===== src/rtl/pwm_ctrl.sv =====
// pwm_ctrl: control stage of the PWM datapath.
// Owns the period counter register, steers the datapath mux, and decodes
// PWM_OUT / CYCLE_END from registered state only. Period/duty arrive via a
// valid/ready handshake into a shadow register and reach the active settings
// only at a period boundary (or while idle), so a period is never cut short
// or reshaped midway.
//
// Handshake: a transfer happens on a rising edge where CFG_VALID && CFG_READY.
// CFG_READY depends only on registered state (shadow register empty), never
// on CFG_VALID; the source holds CFG_PERIOD/CFG_DUTY stable while VALID is
// high and not yet accepted.
module pwm_ctrl #(
  parameter int WIDTH = 8
) (
  input  logic             CLK,
  input  logic             RST_N,
  input  logic             EN,
  input  logic             CFG_VALID,
  output logic             CFG_READY,
  input  logic [WIDTH-1:0] CFG_PERIOD,
  input  logic [WIDTH-1:0] CFG_DUTY,
  input  logic [WIDTH-1:0] COUNTER_D,
  output logic [WIDTH-1:0] COUNTER_Q,
  output logic [1:0]       MUX_SEL,
  output logic             PWM_OUT,
  output logic             CYCLE_END,
  output logic             state_dbg
);

  typedef enum logic [0:0] {
    IDLE = 1'b0,
    RUN  = 1'b1
  } state_t;

  localparam logic [1:0] SEL_CLEAR = 2'b00;
  localparam logic [1:0] SEL_INCR  = 2'b01;

  state_t           state_q;
  state_t           state_d;
  logic [WIDTH-1:0] count_q;
  logic [WIDTH-1:0] act_period_q;
  logic [WIDTH-1:0] act_duty_q;
  logic [WIDTH-1:0] pend_period_q;
  logic [WIDTH-1:0] pend_duty_q;
  logic             loaded_q;
  logic             pending_q;

  logic             at_wrap;
  logic             accept;
  logic             transfer;

  // The last count of a period; only meaningful while running.
  assign at_wrap  = (state_q == RUN) && (count_q == act_period_q);
  // Shadow register is free exactly when nothing is pending, so an accept and
  // a transfer never coincide; an accept always lands in the shadow register.
  assign accept   = CFG_VALID && !pending_q;
  assign transfer = pending_q && ((state_q == IDLE) || at_wrap);

  assign CFG_READY = !pending_q;
  assign COUNTER_Q = count_q;
  assign state_dbg = state_q;

  // State register; the counter always follows the datapath's next count.
  always_ff @(posedge CLK) begin
    if (!RST_N) begin
      state_q <= IDLE;
      count_q <= '0;
    end else begin
      state_q <= state_d;
      count_q <= COUNTER_D;
    end
  end

  // Shadow register capture and shadow-to-active transfer.
  always_ff @(posedge CLK) begin
    if (!RST_N) begin
      act_period_q  <= '0;
      act_duty_q    <= '0;
      pend_period_q <= '0;
      pend_duty_q   <= '0;
      loaded_q      <= 1'b0;
      pending_q     <= 1'b0;
    end else begin
      if (transfer) begin
        act_period_q <= pend_period_q;
        act_duty_q   <= pend_duty_q;
        loaded_q     <= 1'b1;
        pending_q    <= 1'b0;
      end
      if (accept) begin
        pend_period_q <= CFG_PERIOD;
        pend_duty_q   <= CFG_DUTY;
        pending_q     <= 1'b1;
      end
    end
  end

  // Next-state and output decode from registered state only.
  always_comb begin
    state_d   = state_q;
    MUX_SEL   = SEL_CLEAR;
    PWM_OUT   = 1'b0;
    CYCLE_END = 1'b0;
    case (state_q)
      IDLE: begin
        if (EN && loaded_q) begin
          state_d = RUN;
        end
      end
      RUN: begin
        MUX_SEL   = at_wrap ? SEL_CLEAR : SEL_INCR;
        CYCLE_END = at_wrap;
        PWM_OUT   = (count_q < act_duty_q);
        // EN is only honoured at the wrap so the current period completes.
        if (at_wrap && !EN) begin
          state_d = IDLE;
        end
      end
      default: begin
        state_d = IDLE;
      end
    endcase
  end

endmodule


===== config.mk =====
export PLATFORM = sky130hd
export DESIGN_NAME = pwm_ctrl
export DESIGN_NICKNAME = d
export VERILOG_FILES = /design/src/rtl/pwm_ctrl.sv
export SDC_FILE = /design/constraint.sdc
export NUM_CORES = 1
export LEC_CHECK = 0
export ABC_AREA = 1
export BUFFER_PORTS_ARGS = -buffer_cell sky130_fd_sc_hd__buf_2
export CAP_MARGIN = 20
export CORE_MARGIN = 3
export CORE_UTILIZATION = 39
export CTS_CLUSTER_DIAMETER = 60
export DETAILED_ROUTE_END_ITERATION = 12
export GPL_TIMING_DRIVEN = 0
export PLACE_DENSITY = 0.61
export SYNTH_ARGS = -nofsm -noshare
export SYNTH_HDL_FRONTEND = slang
export SYNTH_SLANG_ARGS = --single-unit

===== constraint.sdc =====
create_clock -name CLK -period 1.5 [get_ports CLK]
set_clock_uncertainty 0.2 [all_clocks]
set_input_delay 0.15 -clock CLK [delete_from_list [all_inputs] [get_ports CLK]]
set_output_delay 0.15 -clock CLK [all_outputs]
set_load 0.01 [all_outputs]

Yosys cells after proc, flatten, opt, wreduce, memory -nomap -nowiden
Cells that the tools add are included.

word-level totals
  register bits = 43
  logic and storage cells = 29
  RAM bits = 0
  bits in latches = 0
  output and inout port bits = 14
  memories = 0
  bits of input ports = 28
  bits in read-only memories = 0

operators by class
  $add $sub $neg = 0
  shifts and indexed selects = 0
  eq/ne operators = 1
  mux-type cells = 9
  order comparisons = 1
  bitwise logic cells = 1
  multiply operators = 0
  reduce and logical (&&, ||, !) cells = 9
  divide/modulo/power cells = 0

operators by type and width
  cell                                number
  == test 8 bit                       1
  less-than comparator 8 bit          1
  2-to-1 mux 1 bit                    8
  logical AND 1 bit                   5
  zero test 1 bit                     2
  one-hot mux 1 bit (2 select lines)  1
  nonzero test 2 bit                  1
  logical OR 1 bit                    1
  NOT 1 bit                           1

Longest topological paths before layout
Gate-level depths: netlist (run 1).

  depth in word-level cells = 6
  mapped depth = 11
  mapped depth without buffers = 10

Least setup slack after synthesis (run 1)
No wires, ideal clock.

  kind = register to output
  start point = register count_q[7] (netlist: COUNTER_Q[7])
  end point = output PWM_OUT
  cell stages (with the launch flop) = 5
  data required time = 1.150 ns
  arrival = 1.161 ns
  path buffers = 0
  setup slack = -0.011 ns
  path through = dfxtp_1 ha_1 a21oi_1 o21ai_0 nor3_1

between the ends
  cells in the longest elaborated chain, start to end = 2

ends and longest elaborated chain
  what                        line  source
  start: declaration          40    logic [WIDTH-1:0] count_q;
  start signal: assignment    67    count_q <= '0;
  start signal: assignment    70    count_q <= COUNTER_D;
  less-than comparator 8 bit  113   PWM_OUT = (count_q < act_duty_q);
  2-to-1 mux 1 bit            104   case (state_q)
  end: declaration            25    output logic PWM_OUT,

No other way between the ends.

Final worst setup path (run 1)
  start point = register count_q[3] (netlist: COUNTER_Q[3])
  end point = output MUX_SEL[0]

between the ends
  cells in the longest elaborated chain, start to end = 4

ends and longest elaborated chain
  what               line  source
  == test 8 bit      53    assign at_wrap = (state_q == RUN) && (count_q == act_period_q);
  logical AND 1 bit  53
  2-to-1 mux 1 bit   111   MUX_SEL = at_wrap ? SEL_CLEAR : SEL_INCR;
  2-to-1 mux 1 bit   104
  end: declaration   24    output logic [1:0] MUX_SEL,

No other way between the ends.

==> results list, run 1 <==
* M3 GR Usage: 0.0317
- Summed area of non-filler cells in the final layout: 2900 um^2
- For this block, the initial DRC count from the detailed router was 68.
- STA puts the critical path data required time at 1150 ps.
- The most used flip-flop cell after synthesis is sky130_fd_sc_hd__dfxtp_1.
- CTS Sinks: 43
- For the worst setup path, the data arrival time is 1440 ps.
* Fraction of the cycle the final worst path needs: 1.20
* Setup tns final: -3180 ps
* Violated checks: negative setup slack
- Count of port buffers added during placement: 40
- Critical path buffer and inverter count: 3
* Number of buffers on the longest clock path: 2
* Drt drc: 0
- For this design, the slowest cell found on the critical path is sky130_fd_sc_hd__dfxtp_2.
- Post-synthesis cell type count: 18
- In this run, CTS created clock tree buffers numbering 5.
- Post-route setup slack: -293 ps
- Antenna violations before repair: 0
- The tree is rooted in a sky130_fd_sc_hd__clkbuf_8.
* Power per Cell Area: 983 nW/um^2
* Total number of cells along the worst setup path: 8
- In the final routed layout, each cell accounts on average for 12.0 um.
- Synth-to-Final Area Change: 53.9%
- The worst-case IR drop observed on VDD is 486 uV.
* Leak: 0.00133 uW
- For this run, the share of the core covered by cells in the final layout is 0.644.
- Routability Congestion: 0.719
* Top cell family by delay on the critical path: flip-flops
- Across all hold checks on the routed design, the worst slack comes to 264 ps.
* List of cells traversed by the critical path: xnor2_1 -> nand2_1 -> nor2_2 -> nand2_2 -> nand2_4 -> buf_8 -> inv_2 -> buf_6
- 42 I/O pins were placed.
- The die is 75.5 um tall.
- TritonCTS built the clock tree.
* Fraction of the yosys area taken by sequential cells: 0.457
- Entering global routing, the biggest net connects 13 pins.
- Along the worst path, the maximum fanout reaches 7.
- Counting cells, the worst reg-to-reg path comes to 10.
* RSZ-0062 raised after global routing: true
- Final wirelength: 4710 um
* Warnings, synthesis: 0
- For met1 alone, demand over resource in global routing was 0.230.
- After detailed routing, the number of vias per cell comes to 4.61.
- Post-Syn Instances: 255
- The H-tree was split into 2 levels.
- After legalization and detailed placement, the total HPWL measured 2950 um.
- Type of the worst min-delay path: flip-flop to flip-flop
- Core Area: 4500 um^2
* Normalized max-slew margin: 0.566
- Max incr delay on CP: 390 ps
* Starting density of the core: 0.418
- The flow ran to the end, but the final reports show violations.
* Most common library cell in the layout ignoring fill and taps: sky130_fd_sc_hd__buf_2
* Classification of the worst setup path: flip-flop to output pin
* Maximum clock rate: 0.558 GHz
* Final hold violation count: 0
- Across all layers, the routed design uses 1812 vias.
- Clock transition at path regs: 80 ps
- Leaving out fill and tap cells, the most frequent cells in the layout are sky130_fd_sc_hd__buf_2 (41), sky130_fd_sc_hd__inv_1 (37), sky130_fd_sc_hd__nand2_1 (33), sky130_fd_sc_hd__a21oi_1 (30), sky130_fd_sc_hd__dlygate4sd3_1 (27).
- The average instance in the mapped netlist occupies 7.39 um^2.
* Final setup fails: 21
- Number of nets with antenna violations after routing: 0
- The via count of the first global-routing pass is 1713.
- For met2 alone, demand over resource in global routing was 0.303.
* GRT Overall Usage: 0.178
* Overall die width: 75.5 um
* Count of inserted antenna diode cells: 0
- First-pass DRT Iterations: 4
* Layout Nets: 375
* Global-route wire length before repair: 7780 um
- Summed over all layers, the global routing overflow is 0.
- Die ar.: 5700 um^2
- Max Cap Violations: 0
- Post-placement setup slack: -116 ps
* Critical path launch point type: flip-flop
- Worst-margin pin slew: 651 ps
- Cells on Worst Hold Path: 2
- Flop and latch count out of synthesis: 43
- Area post-placement: 2150 um^2
- Netlist Area Pre-Place: 1880 um^2
- The final number of max-transition violations came to 0.
- Synthesized net count: 290
- STA classifies the critical path endpoint as an output pin.
- Clock period minus final worst setup slack: 1790 ps
- In the final layout, the share of cells above drive strength 1 is 0.413.
* Busiest grt layer: met2
* Proportion of register bits with asynchronous set or reset after synthesis: 0
* Floorplan row count: 24
* Clock latency reported for the late side of the worst-skew pair: 300 ps
- The synthesized design contains 0 enable-type register cells.
[Yosys cell counts, drive strengths merged (4+ instances only)]
| master | count | area [um^2] |
|---|---|---|
| inv | 44 | 165 |
| dfxtp | 43 | 861 |
| nand2 | 42 | 168 |
| a21oi | 39 | 195 |
| nor2 | 20 | 75.1 |
| o21ai | 20 | 100 |
| nand3 | 18 | 90.1 |
| buf | 11 | 75.1 |
| ha | 7 | 87.6 |
| xnor2 | 5 | 43.8 |
| clkbuf | 4 | 15.0 |
[registers in the layout (all words and copies together) (netlist names)]
signal	cells
state_dbg	1
act_period_q	8
loaded_q	1
pend_duty_q	8
pending_q	1
COUNTER_Q	8
pend_period_q	8
act_duty_q	8
[worst register-to-register path, cell delays in order, from the launching register on]
cell and delay (ps):
sky130_fd_sc_hd__dfxtp_2 390, sky130_fd_sc_hd__xnor2_1 140, sky130_fd_sc_hd__nand2_1 80, sky130_fd_sc_hd__nor2_2 120, sky130_fd_sc_hd__nand2_2 80, sky130_fd_sc_hd__nand2_4 80, sky130_fd_sc_hd__buf_8 120, sky130_fd_sc_hd__buf_4 120
sky130_fd_sc_hd__buf_6 100, sky130_fd_sc_hd__buf_4 110, sky130_fd_sc_hd__a21oi_2 40
[per-layer routing]
metal	vias up	routed length [um]
met3	2	187
met4	0	27
li1	963	-
met2	41	2250
met5	-	0
met1	806	2240
[cell families (layout without fill, tap and decap cells)]
group / Yosys count / count (layout) / synth area share
AOI/OAI and AO/OA: 59 / 59 / 0.157
xor gates and xnor gates: 5 / 5 / 0.0232
adders and majority gates: 7 / 7 / 0.0465
buffers and inverters: 59 / 145 / 0.135
DFF: 43 / 43 / 0.457
other: 1 / 1 / 0.00199
and+or+nand+nor: 81 / 81 / 0.179
[path summary, 6_finish.rpt]
kind | from | end | slack [ps]
setup / recovery | COUNTER_Q[3] | MUX_SEL[0] | -290
hold / removal | pend_duty_q[2] | pend_duty_q[2] | 260
setup reg to reg | COUNTER_Q[3] | pending_q | -180
hold reg to reg | pend_duty_q[2] | pend_duty_q[2] | 260
[timing repair]
item	in CTS	in global routing
gates cloned	2	0
resized for setup	57	43
buffers inserted	4	5
hold buffers	27	0
pin swaps	11	12
setup endpoints to repair	21	39
hold endpoints to repair	26	0
[cell type report]
type	instances	area, um^2
clock buffer	8	100
fill	389	1610
timing repair buffer	78	582
inverter	44	165
sequential	43	893
tap	52	65.1
buffer	15	105
multi-input combinational	153	988
[power by group]
part / switching, uW / leakage [uW] / internal, uW
Combinational: 370 / 0.000919 / 364
Clock: 385 / 0.0000515 / 420
Sequential: 62.7 / 0.000363 / 1250
[metrics by stage]
step / power [uW] / cells
2_1_floorplan: 1670 / 255
3_3_place_gp: 1800 / 347
3_5_place_dp: 1810 / 347
4_1_cts: 2780 / 388
5_1_grt: 3020 / 393
6_report: 2850 / 393
Note: power is estimated with default switching activity, not from simulation.
==> run 2, diff against run 1 <==
GPL_TIMING_DRIVEN = 1   (was 0)
==> run 2 against run 1 <==
The run still ends with negative setup slack left. Final cell count shrank 1.5%. Routed wire length grew 0.17%. Core utilization grew 2.6 points. Global-route usage shrank 0.29 points. Via count grew 0.99%. Largest power group unchanged. Register-to-register slack lost 50 ps. Worst hold slack lost 150 ps. Worst setup slack gained 1.6 ps. Sequential share of layout area shrank 1.0 points. Clock-buffer cell count shrank 3.
==> results list, run 2 (synthesis results as in run 1) <==
- The number of nets in the finished design is 369 (-1.6%).
- Sequential share of power: 0.461 (+0.002)
- The startpoint identified for the worst hold timing path is RST_N.
* Cells on Worst Hold Path: 3 (+1)
- The via count of the first global-routing pass is 1715 (+0.12%).
* Drt drc: 0 (unchanged)
- Final setup fails: 22 (+4.8%)
- RSZ-0062 raised after global routing: true
- Num CTS Buffers: 5 (unchanged)
- Final wirelength: 4720 um (+0.17%)
- The count of nets left with antenna violations after detail routing was 0 (unchanged).
- The number of fillers in the final layout is 357 (-8.2%).
- The biggest cell delay along the critical path came to 330 ps (-60 ps).
- The total leakage power came to 0.00138 uW (+3.3%).
* Via count: 1830 (+0.99%)
* Share of final-layout standard cells stronger than drive strength 1: 0.424 (+0.0104)
- The number of buffers on the longest clock path is 2 (unchanged).
- Max Cap Violations: 0 (unchanged)
- Clock transition at path regs: 80 ps (about the same)
- The data arrival at the endpoint of the critical path is 1440 ps (about the same).
* Wire length per cell after detailed routing: 12.2 um (+1.7%)
- Switching share of power: 0.301 (+0.0138)
- The final reports fail on negative setup slack.
- Part of the total power dissipated in the clock network: 0.252 (-0.031)
* List of cells traversed by the critical path: inv_1 -> ha_4 -> nand2_2 -> inv_1 -> nand3_1 -> a21oi_2 -> nor3_2 -> buf_2
* Global-route wire length before repair: 7590 um (-2.4%)
- CTS H-Tree Depth: 2 (unchanged)
- The highest fanout seen on the critical path was 2 (-5).
* Most common library cell in the layout ignoring fill and taps: sky130_fd_sc_hd__inv_1
- Fin util: 0.669 (+0.0258)
- The cell depth of the worst flop-to-flop path is 11 (+1).
- In this run the critical register-to-register path is launched from act_period_q[6].
- The I/O pin total came to 42 (unchanged).
* Die ar.: 5700 um^2 (unchanged)
- The total design power came to 2860 uW (+0.36%).
- The cell that appears most often on the critical path is sky130_fd_sc_hd__inv_1.
* Starting density of the core: 0.418 (unchanged)
* Antenna violations before repair: 0 (unchanged)
- The run finished, with violations left.
* Crit path max-delay cell type: sky130_fd_sc_hd__dfxtp_2
- Classification of the worst setup path: flip-flop to output pin
- The maximum number of pins on one net before global-route repair is 34 (+21).
- Global-route met1 utilization: 0.235 (+0.00543)
- The routability congestion estimate is 0.753 (+4.7%).
* Clock period minus final worst setup slack: 1790 ps (-1.60 ps)
* Overall die width: 75.5 um (unchanged)
- Launching instance or port of the critical path: act_duty_q[7]
- Total gr overflow: 0 (unchanged)
* Type of the worst min-delay path: primary input to flip-flop
* CTS Sinks: 43 (unchanged)
- Final slew viol count: 0 (unchanged)
- Power per Cell Area: 948 nW/um^2 (-3.5%)
- The post-layout worst setup margin was -291 ps (+1.59 ps).
- The switching power was 861 uW (+5.2%).
- The count of final hold-check violations came to 0 (unchanged).
- Setup tns final: -3960 ps (-784 ps)
- The internal power of the cells is 2000 uW (-1.6%).
* Buffer type at the clock tree root: sky130_fd_sc_hd__clkbuf_8
- The maximum ir drop on the vdd rail came to 519 uV (+6.8%).
* HPWL after DPL: 2580 um (-13%)
- Maximum clock rate: 0.558 GHz (about the same)
* GR Layer Usage met2: 0.283 (-0.0201)
* Synth-to-Final Area Change: 60.0%
* Combinational power share: 0.287 (+0.029)
- The port buffer count came to 40 (unchanged).
- The number of DRC markers in iteration 0 was 103 (+51%).
* Core Area: 4500 um^2 (unchanged)
- Busiest grt layer: met2
- First-pass DRT Iterations: 4 (unchanged)
- The vertical die dimension was 75.5 um (unchanged).
- Fraction of the cycle the final worst path needs: 1.19 (about the same)
* Most frequent cells in the layout: sky130_fd_sc_hd__inv_1 (39), sky130_fd_sc_hd__buf_2 (38), sky130_fd_sc_hd__nand2_1 (35), sky130_fd_sc_hd__a21oi_1 (26), sky130_fd_sc_hd__dlygate4sd3_1 (26)
* Clock tree from TritonCTS: built
- The number of antenna repair diodes was 0 (unchanged).
* M3 GR Usage: 0.0356 (+0.00396)
* Required @ worst endpoint: 1150 ps (about the same)
* Floorplan row count: 24 (unchanged)
- Crit. End Element: output pin
- The clock latency at the later pin of the worst-skew pair was 300 ps (about the same).
- Drt via density: 4.73 (+2.6%)
* GRT Overall Usage: 0.175 (-0.00286)
- The worst setup path is launched from a flip-flop.
run 2: worst max-delay path, delay by kind of cell, from the launching register on:
kind | cells | cell delay [ps]
compound gates | 1 | 120
buf+inv | 3 | 240
flops | 1 | 330
fa+ha+maj | 1 | 270
simple gates | 3 | 170
run 2: through the flow:
stage / area, um^2 / hold WS (ps) / setup WS, ps / cells
finish: 3020 / 111 / -291 / 387
global route: 3020 / 117 / -390 / 387
CTS: 2900 / 91.0 / -298 / 383
detailed placement: 2160 / 133 / -56.6 / 340
global placement: 2160 / 132 / -47.7 / 340
floorplan: 1890 / 47.6 / 31.7 / 255
run 2: path summary, 6_finish.rpt:
| path | slack, ps | end |
|---|---|---|
| setup / recovery | -290 | PWM_OUT |
| hold / removal | 110 | COUNTER_Q[0] |
| setup reg to reg | -230 | act_period_q[0] |
| hold reg to reg | 260 | pend_period_q[0] |
run 2: metal layers:
layer  vias to the layer above  wire length (um)
met5                         -                 0
met4                         0                90
met3                         8               215
met2                        54              2190
met1                       809              2220
li1                        959                 -
run 2: cell type report:
| type | count | area (um^2) | share of cell area |
|---|---|---|---|
| Clock buffer | 5 | 68.8 | 0.0228 |
| Clock inverter | 3 | 15.0 | 0.00498 |
| Inverter | 44 | 168 | 0.0556 |
| Multi-Input combinational cell | 153 | 1020 | 0.337 |
| Sequential cell | 43 | 898 | 0.298 |
| Tap cell | 52 | 65.1 | 0.0216 |
| Timing Repair Buffer | 87 | 785 | 0.260 |
run 2: power groups by stage:
stage | Sequential [uW] | Clock, uW | Combinational, uW
after global placement | 1320 | 0 | 482
after detailed placement | 1320 | 0 | 488
after CTS | 1310 | 738 | 746
final | 1320 | 720 | 820
after floorplan | 1320 | 0 | 349
after global routing | 1330 | 787 | 904
run 2: timing repair:
action | in CTS | in global routing
gates cloned | 5 | 0
endpoints found under the hold margin | 26 | 0
endpoints found under the setup margin | 19 | 22
hold buffers | 26 | 0
gates resized for setup | 64 | 36
buffers inserted | 4 | 7
pin swaps | 21 | 17
==> run 3, diff against run 2 <==
CORE_ASPECT_RATIO = 0.75   (was unset)
==> run 3 against run 2 <==
Core utilization is 5.3 points lower. Via count fell by 2.5%. Non-clock buffer count down 7. Flip-flop and latch count is the same. The flow still finishes with violations (negative setup slack). Die area increased by 0.14%. Sequential power about the same. Critical path depth did not move. Sequential share of layout area rose by 1.9 points. Routed wire length decreased by 8.9%. Global-route usage is 2.0 points lower.
==> results list, run 3 (synthesis results as in run 1) <==
- The worst setup path is captured at an output pin.
- The number of levels the H-tree was split into came to 2 (unchanged).
* First-pass DRT Iterations: 4 (unchanged)
- Source of the worst register-to-register timing path: COUNTER_Q[3]
- Dpl cells: 347 (+2.1%)
- The count of endpoints failing setup in the final report came to 20 (-9.1%).
- The number of fillers in the final layout is 424 (+19%).
- The clock-pin slew on the worst setup and hold paths was 80 ps (about the same).
- The clock latency at the later pin of the worst-skew pair was 290 ps (about the same).
* Final slew viol count: 0 (unchanged)
- Max Cap Violations: 0 (unchanged)
* Area post-placement: 2200 um^2 (+1.6%)
- The run finished, with violations left.
- The floorplan row count is 21 (-13%).
- Critical path launch point type: flip-flop
* Setup slack of the worst register-to-register path: -180 ps (+50 ps)
- Power per Cell Area: 1030 nW/um^2 (+9.0%)
* Count of port buffers added during placement: 40 (unchanged)
* Io pins: 42 (unchanged)
* Core Area: 4570 um^2 (+1.5%)
- Number of nets with antenna violations after routing: 0 (unchanged)
* CTS Sinks: 43 (unchanged)
- Cells on Worst Hold Path: 2 (-1)
- The internal power of the cells came to 2130 uW (+6.6%).
- The total CTS buffers was 5 (unchanged).
- The path with the worst hold slack has its endpoint at pend_period_q[3].
- TritonCTS built the clock tree.
- The data required time of the worst path was 1150 ps (about the same).
- The flip-flop and latch area is 893 um^2 (-0.56%).
* Synth-to-Final Area Change: 49.6%
- The count of placed standard cells in the final layout, fillers left out came to 385 (-0.52%).
* Switching share of power: 0.269 (-0.0325)
- Routability Congestion: 0.765 (+1.6%)
* Drt drc: 0 (unchanged)
- The total routing resource utilization after global routing was 0.155 (-0.0200).
- The number of nets in the finished design was 362 (-1.9%).
- Type of the worst min-delay path: flip-flop to flip-flop
- The die area came to 5710 um^2 (+0.14%).
* Critical R2R Capture: act_duty_q[7]
- The total length of routed met2 wires was 2150 um (-1.6%).
- Sequential share of power: 0.449 (-0.012)
- The overflow left after global routing came to 0 (unchanged).
* Data arrival time of the critical path: 1440 ps (about the same)
- DIE HEIGHT: 66.2 um (-12%)
- The number of antenna violations at the first check in global routing is 0 (unchanged).
* Largest net degree at the start of global routing: 33 (-2.9%)
- Setup tns final: -3520 ps (+438 ps)
- Drt via density: 4.64 (-2.0%)
- The detailed router used layers up to and including met4.
- Max incr delay on CP: 370 ps (+40 ps)
* Wire length per cell after detailed routing: 11.2 um (-8.5%)
- Most common library cell in the layout ignoring fill and taps: sky130_fd_sc_hd__nand2_1
- Switching pwr: 782 uW (-9.1%)
* Global-route wire length before repair: 7040 um (-7.2%)
- The die boundary width was 86.3 um (+14%).
- By instance count, the cell type seen most on the critical path is sky130_fd_sc_hd__buf_6.
* Starting density of the core: 0.412 (-0.00618)
- The half-perimeter wire length after placement is 2730 um (+5.9%).
- Number of cells on the worst reg-to-reg path: 10 (-1)
- Detailed-routed wire length on met3: 140 um (-35%)
- Fraction of the cycle the final worst path needs: 1.19 (-0.00223)
* Via count of the first global-routing pass: 1696 (-1.1%)
- The tree is rooted in a sky130_fd_sc_hd__clkbuf_8.
* Most frequent cells in the layout: sky130_fd_sc_hd__nand2_1 (39), sky130_fd_sc_hd__inv_1 (38), sky130_fd_sc_hd__buf_2 (38), sky130_fd_sc_hd__a21oi_1 (35)
- The highest fanout seen on the critical path is 3 (+1).
- The cell area after layout was 2820 um^2 (-6.5%).
* Final hold violation count: 0 (unchanged)
- Crit path max-delay cell type: sky130_fd_sc_hd__dfxtp_4
- The logic gate share of total power was 0.232 (-0.055).
* Violated checks: negative setup slack
- The critical path goes through xnor2_2 -> nand2_1 -> nor2_2 -> nand2_2 -> nand2_4 -> buf_6 -> inv_2 -> buf_6.
* RSZ-0062 raised after global routing: true
- Clock period minus final worst setup slack: 1790 ps (-3.35 ps)
- The footprint of the multi-input gates came to 916 um^2 (-9.9%).
- Wire length on met1: 1950 um (-12%)
* Min-Delay Startpoint: pend_period_q[3]
* Iter 0 DRT Violations: 44 (-57%)
- Leak: 0.00130 uW (-5.8%)
- Final wirelength: 4290 um (-8.9%)
- The number of buffers on the longest clock path came to 2 (unchanged).
- The highest clock rate was 0.559 GHz (+0.19%).
- Count of inserted antenna diode cells: 0 (unchanged)
- The clock share of power was 0.319 (+0.067).
- Post-route setup slack: -288 ps (+3.35 ps)
* Via count: 1785 (-2.5%)
- Worst VDD drop: 636 uV (+23%)
* Fin util: 0.617 (-0.0529)
- The final hold slack is 254 ps (+143 ps).
- Share of final-layout standard cells stronger than drive strength 1: 0.326 (-0.0977)
- The worst setup path is of the flip-flop to output pin kind.
[run 3: cell types whose count changed in the layout (fill, tap and decap cells not counted), moves of 9 or more]
cell                      previous run  this run
sky130_fd_sc_hd__nand3_1             3        16
sky130_fd_sc_hd__a21oi_2            12         3
sky130_fd_sc_hd__nand3_2            14         2
sky130_fd_sc_hd__a21oi_1            26        35
[run 3: routing by layer]
metal / vias to the layer above / global-route usage
met1: 809 / 0.174
met2: 25 / 0.289
li1: 944 / -
met3: 7 / 0.0411
met5: - / 0
met4: 0 / 0.0409
[run 3: power groups by stage]
stage               sequential (uW)  clock [uW]  combinational, uW
finish                         1310         930                674
global route                   1320        1010                758
CTS                            1300         958                610
detailed placement             1320           0                504
global placement               1320           0                499
floorplan                      1320           0                349
[run 3: critical path, delay by kind of cell (launching register included)]
family,cells,cell delay (ps)
AND/OR/NAND/NOR,4,380
XOR/XNOR,1,140
flip-flops,1,370
buffers and inverters,3,230
[run 3: repair_timing]
action / 4_1_cts / 5_1_grt
resized for setup: 27 / 29
setup endpoints to repair: 19 / 21
pin swaps: 8 / 12
gates cloned: 0 / 1
endpoints found under the hold margin: 26 / 0
setup buffers: 2 / 0
hold buffers: 27 / 0
[run 3: per-stage QoR]
stage,power [uW],setup WS [ps]
finish,2910,-288
detailed placement,1830,-76.2
floorplan,1670,31.7
global placement,1820,-69.6
global route,3080,-385
CTS,2870,-305
[run 3: worst max-delay path by stage]
| stage | start | end | slack (ps) | cells after the start |
|---|---|---|---|---|
| global placement | COUNTER_Q[0] | act_duty_q[3] | -70 | 9 |
| detailed placement | COUNTER_Q[0] | act_duty_q[3] | -80 | 9 |
| floorplan | COUNTER_Q[7] | act_duty_q[6] | 30 | 9 |
| global route | COUNTER_Q[3] | MUX_SEL[0] | -390 | 8 |
| CTS | act_duty_q[5] | PWM_OUT | -300 | 6 |
| finish | COUNTER_Q[3] | MUX_SEL[0] | -290 | 8 |
[run 3: area by class of cell]
class | instances | area share
multi-input combinational | 153 | 0.325
sequential | 43 | 0.317
timing repair buffer | 80 | 0.233
inverter | 44 | 0.0586
clock buffer | 6 | 0.0293
tap | 57 | 0.0253
clock inverter | 2 | 0.0124
